## src/rtl/skin_pipe_ctrl_if.sv

```systemverilog
// Pixel-in and result-out stream handshakes of skin_pipe_ctrl.
interface skin_pipe_ctrl_if #(
    parameter int unsigned T_W = 16
);
    logic           in_valid;
    logic           in_ready;
    logic [7:0]     in_y;
    logic [7:0]     in_cb;
    logic [7:0]     in_cr;
    logic           out_valid;
    logic           out_ready;
    logic [T_W-1:0] out_transcb;
    logic [T_W-1:0] out_transcr;
    logic           out_sol;
    logic           out_eof;

    modport slave (
        input  in_valid, in_y, in_cb, in_cr,
        output in_ready,
        output out_valid, out_transcb, out_transcr, out_sol, out_eof,
        input  out_ready
    );

    modport master (
        output in_valid, in_y, in_cb, in_cr,
        input  in_ready,
        input  out_valid, out_transcb, out_transcr, out_sol, out_eof,
        output out_ready
    );
endinterface

```

## src/rtl/skin_pipe_ctrl.sv

```systemverilog
// Frame sequencer for the fixed-latency transcb/transcr pipelines with credit-based admission into an FWFT FIFO.
// Defining SKIN_CTRL_STALL_CNT_EN adds the stall_cnt output.
module skin_pipe_ctrl #(
    parameter int unsigned PIPE_LAT   = 7,
    parameter int unsigned FIFO_DEPTH = 8,
    parameter int unsigned T_W        = 16,
    parameter int unsigned IMG_W      = 640,
    parameter int unsigned IMG_H      = 480
) (
    input  logic                  clk,
    input  logic                  rst_n,
    input  logic                  start,
    skin_pipe_ctrl_if.slave       bus,
    output logic [7:0]            pipe_y,
    output logic [7:0]            pipe_cb,
    output logic [7:0]            pipe_cr,
    input  logic signed [T_W-1:0] pipe_transcb,
    input  logic signed [T_W-1:0] pipe_transcr,
    output logic                  busy,
    output logic                  done
`ifdef SKIN_CTRL_STALL_CNT_EN
    ,
    output logic [31:0]           stall_cnt
`endif
);
    localparam int unsigned CW = (IMG_W > 1) ? $clog2(IMG_W) : 1;
    localparam int unsigned RW = (IMG_H > 1) ? $clog2(IMG_H) : 1;
    localparam int unsigned AW = (FIFO_DEPTH > 1) ? $clog2(FIFO_DEPTH) : 1;
    localparam int unsigned NW = AW + 1;
    localparam logic [CW-1:0] COL_LAST = CW'(IMG_W - 1);
    localparam logic [RW-1:0] ROW_LAST = RW'(IMG_H - 1);
    localparam logic [NW:0]   DEPTH    = (NW + 1)'(FIFO_DEPTH);

    typedef enum logic [1:0] {IDLE, RUN, DRAIN} state_t;
    state_t state, state_nx;

    logic [CW-1:0]       col;
    logic [RW-1:0]       row;
    logic [PIPE_LAT-1:0] tok_v, tok_sol, tok_eof;
    logic [NW-1:0]       inflight, fifo_count;
    logic [AW-1:0]       wr_ptr, rd_ptr;
    logic [T_W-1:0]      mem_cb [FIFO_DEPTH];
    logic [T_W-1:0]      mem_cr [FIFO_DEPTH];
    logic [FIFO_DEPTH-1:0] mem_sol, mem_eof;
    logic in_ready, accept, last_px, push, pop, out_valid, drained, done_nx;

    // Credit check counts every token still in the pipe as an occupied slot.
    assign in_ready = (state == RUN) && (({1'b0, fifo_count} + {1'b0, inflight}) < DEPTH);
    assign accept   = bus.in_valid && in_ready;
    assign last_px  = (row == ROW_LAST) && (col == COL_LAST);
    assign push     = tok_v[PIPE_LAT-1];
    assign out_valid = (fifo_count != '0);
    assign pop      = out_valid && bus.out_ready;
    assign drained  = (inflight == '0) && (fifo_count == '0);
    assign busy     = (state != IDLE);

    assign bus.in_ready    = in_ready;
    assign bus.out_valid   = out_valid;
    assign bus.out_transcb = out_valid ? mem_cb[rd_ptr] : '0;
    assign bus.out_transcr = out_valid ? mem_cr[rd_ptr] : '0;
    assign bus.out_sol     = out_valid && mem_sol[rd_ptr];
    assign bus.out_eof     = out_valid && mem_eof[rd_ptr];

    always_comb begin
        state_nx = state;
        done_nx  = 1'b0;
        case (state)
            IDLE:  if (start) state_nx = RUN;
            RUN:   if (accept && last_px) state_nx = DRAIN;
            DRAIN: if (drained) begin
                state_nx = IDLE;
                done_nx  = 1'b1;
            end
            default: state_nx = IDLE;
        endcase
    end

    always_ff @(posedge clk or negedge rst_n) begin
        if (!rst_n) begin
            state <= IDLE;
            done  <= 1'b0;
        end else begin
            state <= state_nx;
            done  <= done_nx;
        end
    end

    always_ff @(posedge clk or negedge rst_n) begin
        if (!rst_n) begin
            col      <= '0;
            row      <= '0;
            pipe_y   <= '0;
            pipe_cb  <= '0;
            pipe_cr  <= '0;
            tok_v    <= '0;
            tok_sol  <= '0;
            tok_eof  <= '0;
            inflight <= '0;
            fifo_count <= '0;
            wr_ptr   <= '0;
            rd_ptr   <= '0;
        end else begin
            if (state == IDLE && start) begin
                col <= '0;
                row <= '0;
            end else if (accept) begin
                if (col == COL_LAST) begin
                    col <= '0;
                    row <= row + RW'(1);
                end else begin
                    col <= col + CW'(1);
                end
            end
            if (accept) begin
                pipe_y  <= bus.in_y;
                pipe_cb <= bus.in_cb;
                pipe_cr <= bus.in_cr;
            end
            tok_v   <= {tok_v[PIPE_LAT-2:0], accept};
            tok_sol <= {tok_sol[PIPE_LAT-2:0], accept && (col == '0)};
            tok_eof <= {tok_eof[PIPE_LAT-2:0], accept && last_px};
            case ({accept, push})
                2'b10:   inflight <= inflight + NW'(1);
                2'b01:   inflight <= inflight - NW'(1);
                default: inflight <= inflight;
            endcase
            case ({push, pop})
                2'b10:   fifo_count <= fifo_count + NW'(1);
                2'b01:   fifo_count <= fifo_count - NW'(1);
                default: fifo_count <= fifo_count;
            endcase
            if (push) wr_ptr <= wr_ptr + AW'(1);
            if (pop)  rd_ptr <= rd_ptr + AW'(1);
        end
    end

    always_ff @(posedge clk) begin
        if (push) begin
            mem_cb[wr_ptr]  <= pipe_transcb;
            mem_cr[wr_ptr]  <= pipe_transcr;
            mem_sol[wr_ptr] <= tok_sol[PIPE_LAT-1];
            mem_eof[wr_ptr] <= tok_eof[PIPE_LAT-1];
        end
    end

`ifdef SKIN_CTRL_STALL_CNT_EN
    always_ff @(posedge clk or negedge rst_n) begin
        if (!rst_n) begin
            stall_cnt <= '0;
        end else if (state == IDLE && start) begin
            stall_cnt <= '0;
        end else if (state == RUN && bus.in_valid && !in_ready && stall_cnt != '1) begin
            stall_cnt <= stall_cnt + 32'd1;
        end
    end
`endif
endmodule

```

## src/flat_wrapper.sv

```systemverilog
// flat-port wrapper written by rule: the top's interface ports become plain ports
module skin_pipe_ctrl_flat 
#(
    parameter int unsigned PIPE_LAT   = 7,
    parameter int unsigned FIFO_DEPTH = 8,
    parameter int unsigned T_W        = 16,
    parameter int unsigned IMG_W      = 640,
    parameter int unsigned IMG_H      = 480
)
  (clk, rst_n, start, pipe_y, pipe_cb, pipe_cr, pipe_transcb, pipe_transcr, busy, done, bus_in_valid, bus_in_y, bus_in_cb, bus_in_cr, bus_in_ready, bus_out_valid, bus_out_transcb, bus_out_transcr, bus_out_sol, bus_out_eof, bus_out_ready);
  skin_pipe_ctrl_if #(.T_W(T_W)) bus_i ();
  input  logic clk;
  input  logic rst_n;
  input  logic start;
  output logic [7:0] pipe_y;
  output logic [7:0] pipe_cb;
  output logic [7:0] pipe_cr;
  input  logic signed [T_W-1:0] pipe_transcb;
  input  logic signed [T_W-1:0] pipe_transcr;
  output logic busy;
  output logic done;
  input wire logic [$bits(bus_i.in_valid)-1:0] bus_in_valid;
  input wire logic [$bits(bus_i.in_y)-1:0] bus_in_y;
  input wire logic [$bits(bus_i.in_cb)-1:0] bus_in_cb;
  input wire logic [$bits(bus_i.in_cr)-1:0] bus_in_cr;
  output wire logic [$bits(bus_i.in_ready)-1:0] bus_in_ready;
  output wire logic [$bits(bus_i.out_valid)-1:0] bus_out_valid;
  output wire logic [$bits(bus_i.out_transcb)-1:0] bus_out_transcb;
  output wire logic [$bits(bus_i.out_transcr)-1:0] bus_out_transcr;
  output wire logic [$bits(bus_i.out_sol)-1:0] bus_out_sol;
  output wire logic [$bits(bus_i.out_eof)-1:0] bus_out_eof;
  input wire logic [$bits(bus_i.out_ready)-1:0] bus_out_ready;
  assign bus_i.in_valid = bus_in_valid;
  assign bus_i.in_y = bus_in_y;
  assign bus_i.in_cb = bus_in_cb;
  assign bus_i.in_cr = bus_in_cr;
  assign bus_in_ready = bus_i.in_ready;
  assign bus_out_valid = bus_i.out_valid;
  assign bus_out_transcb = bus_i.out_transcb;
  assign bus_out_transcr = bus_i.out_transcr;
  assign bus_out_sol = bus_i.out_sol;
  assign bus_out_eof = bus_i.out_eof;
  assign bus_i.out_ready = bus_out_ready;
  skin_pipe_ctrl #(.PIPE_LAT(PIPE_LAT), .FIFO_DEPTH(FIFO_DEPTH), .T_W(T_W), .IMG_W(IMG_W), .IMG_H(IMG_H)) u_core (.clk(clk), .rst_n(rst_n), .start(start), .bus(bus_i), .pipe_y(pipe_y), .pipe_cb(pipe_cb), .pipe_cr(pipe_cr), .pipe_transcb(pipe_transcb), .pipe_transcr(pipe_transcr), .busy(busy), .done(done));
endmodule
```

## config.mk

```make
export PLATFORM = sky130hd
export DESIGN_NAME = skin_pipe_ctrl_flat
export DESIGN_NICKNAME = d
export VERILOG_FILES = /design/src/rtl/skin_pipe_ctrl_if.sv /design/src/rtl/skin_pipe_ctrl.sv /design/src/flat_wrapper.sv
export SDC_FILE = /design/constraint.sdc
export NUM_CORES = 1
export LEC_CHECK = 0
export ABC_AREA = 1
export CAP_MARGIN = 15
export CORE_ASPECT_RATIO = 0.9
export CORE_MARGIN = 2
export CORE_UTILIZATION = 50
export CTS_CLUSTER_DIAMETER = 60
export DETAILED_ROUTE_END_ITERATION = 7
export HOLD_SLACK_MARGIN = 0.08
export PLACE_DENSITY = 0.75
export SLEW_MARGIN = 20
export SYNTH_ARGS = -nofsm -noshare
export SYNTH_HDL_FRONTEND = slang
export SYNTH_SLANG_ARGS = --single-unit
```

## constraint.sdc

```tcl
create_clock -name clk -period 2.7 [get_ports clk]
set_clock_uncertainty 0.05 [all_clocks]
set_input_delay 0.54 -clock clk [delete_from_list [all_inputs] [get_ports clk]]
set_output_delay 0.54 -clock clk [all_outputs]
set_load 0.01 [all_outputs]
```

[Word-level counts from Yosys, hierarchy flattened]
Memory sizes are Yosys's and may differ from the RTL's.
Index checks and enable logic that the tools add are counted.
Operators by class
  add/subtract/negate cells: 9
  $mul: 0
  div/mod/pow operators: 0
  magnitude comparators: 4
  eq/ne operators: 11
  shift operators: 0
  muxes and demuxes: 26
  bitwise logic cells: 0
  reductions and logical operators: 23
Operators with widths (number)
  $mux W16: 2
  $mux W10: 3
  $mux W9: 3
  $bwmux W8: 2
  $pmux W4 S2: 2
  $logic_and A1 B1 Y1: 11
  $add A10 B1 Y10 const B: 1
  $eq A10 B10 Y1 const B: 1
  $logic_not A10 Y1: 1
  $reduce_bool A2 Y1: 5
  $add A9 B1 Y9 const B: 1
  $eq A9 B9 Y1 const B: 1
  $add A4 B1 Y4 const B: 2
  $logic_not A4 Y1: 2
  $lt A3 B4 Y1 const B: 2
  $sub A4 B1 Y4 const B: 2
  $mux W1: 7
  $add A3 B1 Y3 const B: 2
  $bmux W1 S3: 2
  $eq A2 B1 Y1 const B: 3
  $eq A2 B2 Y1 const B: 3
  $mux W2: 3
  $pmux W2 S3: 1
  $add A4 B4 Y5: 1
  other kinds (9): 10
Storage, ports and cells
  register bits: 97
  latch bits: 0
  RAM bits: 256
  bits in read-only memories: 0
  input bits: 61
  output and inout port bits: 62
  word-level logic and storage cells: 91
  memories kept: 2
Memory list
  u_core.mem_cb: depth 8, width 16, rd ports 1, clocked after Yosys merged registers in 0, write ports 1, line skin_pipe_ctrl.sv:42  | logic [T_W-1:0] mem_cb [FIFO_DEPTH];
  u_core.mem_cr: depth 8, width 16, rd ports 1, clocked after Yosys merged registers in 0, write ports 1, line skin_pipe_ctrl.sv:43  | logic [T_W-1:0] mem_cr [FIFO_DEPTH];

[Depth between registers and ports, before layout]
  depth in word-level cells: 7
  depth in mapped cells: 15
  depth with buffers taken out: 13

[Worst setup path before layout]
OpenSTA, ideal clock, no wires.
  path type: register to register
  from: register u_core.tok_v[6]
  to: memory u_core.mem_cb[0][0], enable pin
  data arrival time: 2.223 ns
  data required time: 2.225 ns
  slack: 0.001 ns
  stages on the path, launching flop included: 4
  path buffers: 0
  clock period less this slack: 2.699 ns
  cells stage by stage: dfrtp_1 inv_1 or2_2 nor2_1
On the way
  cells in the longest elaborated chain, start to end: 2
RTL lines
  from (decl): line skin_pipe_ctrl.sv:39  | logic [PIPE_LAT-1:0] tok_v, tok_sol, tok_eof;
  from (signal assigned): line skin_pipe_ctrl.sv:119  | tok_v <= {tok_v[PIPE_LAT-2:0], accept};
  $mux W1: line skin_pipe_ctrl.sv:138  | if (push) begin
  $mux W1 (implied by the code): line skin_pipe_ctrl.sv:139  | mem_cb[wr_ptr] <= pipe_transcb;
  to (decl): line skin_pipe_ctrl.sv:42
No other way between the ends.

[Worst setup path in the final report]
  from: register u_core.rd_ptr[0]
  to: output port bus_out_transcb[11]
On the way
  cells in the longest elaborated chain, start to end: 2
RTL lines
  from (decl): line skin_pipe_ctrl.sv:41  | logic [AW-1:0] wr_ptr, rd_ptr;
  from (signal assigned): line skin_pipe_ctrl.sv:133  | if (pop) rd_ptr <= rd_ptr + AW'(1);
  $mem_v2 Z8 W16
  $mux W16: line skin_pipe_ctrl.sv:59  | assign bus.out_transcb = out_valid ? mem_cb[rd_ptr] : '0;
  to (decl): line flat_wrapper.sv:28  | output wire logic [$bits(bus_i.out_transcb)-1:0] bus_out_transcb;
No other way between the ends.

==> results_dict.tcl <==
set metrics [dict create \
    io_buffers 122 \
    start_util_pct 50.6 \
    grtUsageTotal_pct 22.1 \
    hold_class "flop to flop" \
    grt_pass1_wl_um 52900 \
    critPathKind "flop to output pin" \
    drive_gt1_share_pct 14.3 \
    powerDensity_nw_per_um2 1120 \
    relSlewSlack_pct 60.4 \
    dp_slack_ns 0.0790 \
    rr_startpoint "u_core.fifo_count[3]" \
    post-route-period-util_pct 102 \
    holdPathStages 0 \
    die_y_um 166 \
    gp_congestion 0.837 \
    ys_warn_count 0 \
    gr-usage-met2_pct 37.1 \
    cts_buffer_depth 3 \
    grt_use_met1_pct 29.2 \
    wire_per_inst_um 18.8 \
    p_leak_nw 6.93 \
    fillers 2118 \
    drt-total-wl_um 34700 \
    min_from "u_core.tok_sol[4]" \
    clock_sinks 353 \
    dp.cells 1755 \
    max-vdd-ir-drop_uv 859 \
    antenna_left 0 \
    reg2reg_depth 13 \
    use_met3_pct 4.96 \
    yosysUniqueCellTypes 33 \
    worstPathArrival_ns 2.15 \
    overflow 0 \
    grt_pass1_vias 10001 \
    dp_hpwl_um 17700 \
    violations "setup timing" \
    io_pins 123 \
    first_iter_violations 952 \
    antenna_found_initial 0 \
    status "finished, violations left" \
    r2r_end "u_core.inflight[3]" \
    maxSlewViolCount 0 \
    required_ns 2.11 \
    clkTransAtPathRegs_ns 0.06 \
    r2r_setup_slack_ns 0.26 \
    fmax_ghz 0.364 \
    drc 0 \
    syn_area_um2 14600 \
    dieArea_um2 30500 \
    chipWidth_um 184 \
    cts_made_buffers 36 \
    path_max_fanout 12 \
    finalSetupViolations 7 \
    fin_cells 1847 \
    row_count 59 \
    rsz0062_at_grt "true" \
    clk_latency_ns 0.52 \
    total_power_mw 20.3 \
    worst_pin_slew_ns 0.593 \
    whs_endpoint "u_core.tok_sol[5]" \
    firstDrtPassIters 5 \
    yosysSeqAreaShare_pct 69.9 \
    vias_per_cell 5.53 \
    syn_inst 1296 \
    min_period_ns 2.74 \
    fin_setup_tns_ns -0.163 \
    grt_max_degree 43 \
    finalWorstSetupSlack_ns -0.0448 \
    maxCapViolCount 0 \
    final_net_count 1530 \
    h-tree-depth 2 \
    syn_area_per_cell_um2 11.3 \
    ys_ff_latch 353 \
    coreArea_um2 28800 \
    root_buffer "clkbuf_16" \
    synth_nets 1373 \
    hold_viol 0 \
    top_usage_layer "met2" \
    end_kind "output pin" \
    cts_tree "built" \
    startpoint_type "flop" \
    area.growth.synth_to_final_pct 23.8 \
    dr_total_vias 10205 \
]
[report_power, final]
group | internal (mW) | switching, mW
Clock | 2.79 | 2.02
Sequential | 6.62 | 0.424
Combinational | 3.45 | 4.95
Total | 12.9 | 7.40
[timing repair]
action                                 in CTS  in global routing
gates cloned                                9                  5
setup buffers                               9                  4
hold buffers                                1                  0
endpoints found under the hold margin      32                  0
pin swaps                                  18                 54
setup endpoints to repair                  36                 34
gates resized for setup                   207                 75
[cells in the final DEF (no fill, tap or decap), types with 15 or more instances in the layout]
master / instances
buf_12: 15
buf_2: 29
buf_4: 28
clkbuf_1: 15
clkbuf_16: 42
clkdlybuf4s50_1: 86
dfrtp_1: 79
edfxtp_1: 272
inv_1: 45
nand2_1: 187
nand3_1: 24
nor2_1: 270
nor2_2: 16
nor2_4: 25
o21ai_0: 83
o21ai_1: 154
[worst max path at each step]
| stage | startpoint | end | slack (ns) | cells past startpoint |
|---|---|---|---|---|
| after floorplan | u_core.tok_v[6] | u_core.mem_cb[0][0] | 0.001 | 3 |
| after detailed placement | u_core.rd_ptr[0] | bus_out_eof | 0.08 | 7 |
| final | u_core.rd_ptr[0] | bus_out_transcb[11] | -0.04 | 8 |
| after CTS | u_core.rd_ptr[0] | bus_out_transcb[0] | -0.06 | 8 |
| after global placement | u_core.rd_ptr[0] | bus_out_eof | 0.14 | 7 |
| after global routing | u_core.rd_ptr[0] | bus_out_transcb[7] | -0.12 | 9 |
[layout make-up]
type	instances	area (um2)	area share (%)
inverters	50	200	1.11
clock inverters	11	116	0.645
repair inverters	1	8.76	0.0485
flip-flops and latches	353	10200	56.5
repair buffers	182	2000	11.1
well taps	366	458	2.54
diodes	1	2.50	0.0139
clock buffers	54	1010	5.59
multi-input cells	829	4060	22.5
[synthesized netlist by cell type]
library cell | instances | area (um2)
nand3b_1 | 1 | 7.51
edfxtp_1 | 272 | 8170
nand2_1 | 187 | 702
buf_4 | 8 | 60.1
buf_6 | 13 | 146
nand3_2 | 3 | 30.0
nand4_2 | 1 | 12.5
o211ai_1 | 1 | 7.51
xor2_1 | 9 | 78.8
fa_1 | 2 | 40.0
o21ai_0 | 148 | 741
inv_1 | 46 | 173
xnor2_1 | 4 | 35.0
buf_2 | 20 | 100
o21bai_1 | 1 | 7.51
nor3_1 | 2 | 10.0
nand4_1 | 10 | 62.6
nand2_2 | 2 | 12.5
inv_2 | 4 | 15.0
clkbuf_2 | 5 | 25.0
ha_1 | 14 | 175
buf_12 | 1 | 20.0
nor3b_1 | 1 | 7.51
nor2_2 | 3 | 18.8
dfrtp_1 | 81 | 2030
buf_1 | 1 | 3.75
nor4_1 | 2 | 12.5
nand2_4 | 2 | 22.5
o21ai_1 | 101 | 505
nand3_1 | 25 | 125
nor2_1 | 308 | 1160
or2_2 | 2 | 12.5
clkbuf_1 | 16 | 60.1
[cells by family after synthesis]
family | share of synthesized area, %
adders and majority gates | 1.48
and+or+nand+nor | 15.0
DFF | 69.9
buffers and inverters | 4.14
xor gates and xnor gates | 0.781
AOI/OAI and AO/OA | 8.65
[sequential cells by signal, indices dropped and copies added (netlist names)]
register	cells
u_core.col	10
u_core.tok_v	7
u_core.fifo_count	4
u_core.mem_eof	8
u_core.pipe_y	8
u_core.pipe_cr	8
u_core.rd_ptr	3
u_core.wr_ptr	3
u_core.inflight	4
u_core.mem_cr	128
u_core.state	2
u_core.done	1
u_core.pipe_cb	8
u_core.tok_eof	7
u_core.row	9
u_core.mem_cb	128
u_core.tok_sol	7
u_core.mem_sol	8
[critical path: stages (launching register included)]
cell	delay [ns]
dfrtp_4	0.50
buf_8	0.17
inv_12	0.12
buf_6	0.16
nor2_1	0.04
o21ai_0	0.14
nor2_1	0.06
nor2_1	0.18
clkdlybuf4s15_2	0.25
[metal layers]
metal  routed length (um)  up-vias
met3                 2650       69
met1                14500     4942
met2                16700      439
met4                  827        0
met5                    0        -
li1                     -     4755
[per-stage QoR]
step	util, %	hold WS [ns]	area, um2
2_1_floorplan	-	0.194	14600
3_3_place_gp	56.7	0.283	16300
4_1_cts	62.0	0.291	17800
5_1_grt	62.7	0.291	18100
3_5_place_dp	56.7	0.285	16300
6_report	62.7	0.285	18100
Note: power is estimated with default switching activity, not from simulation.
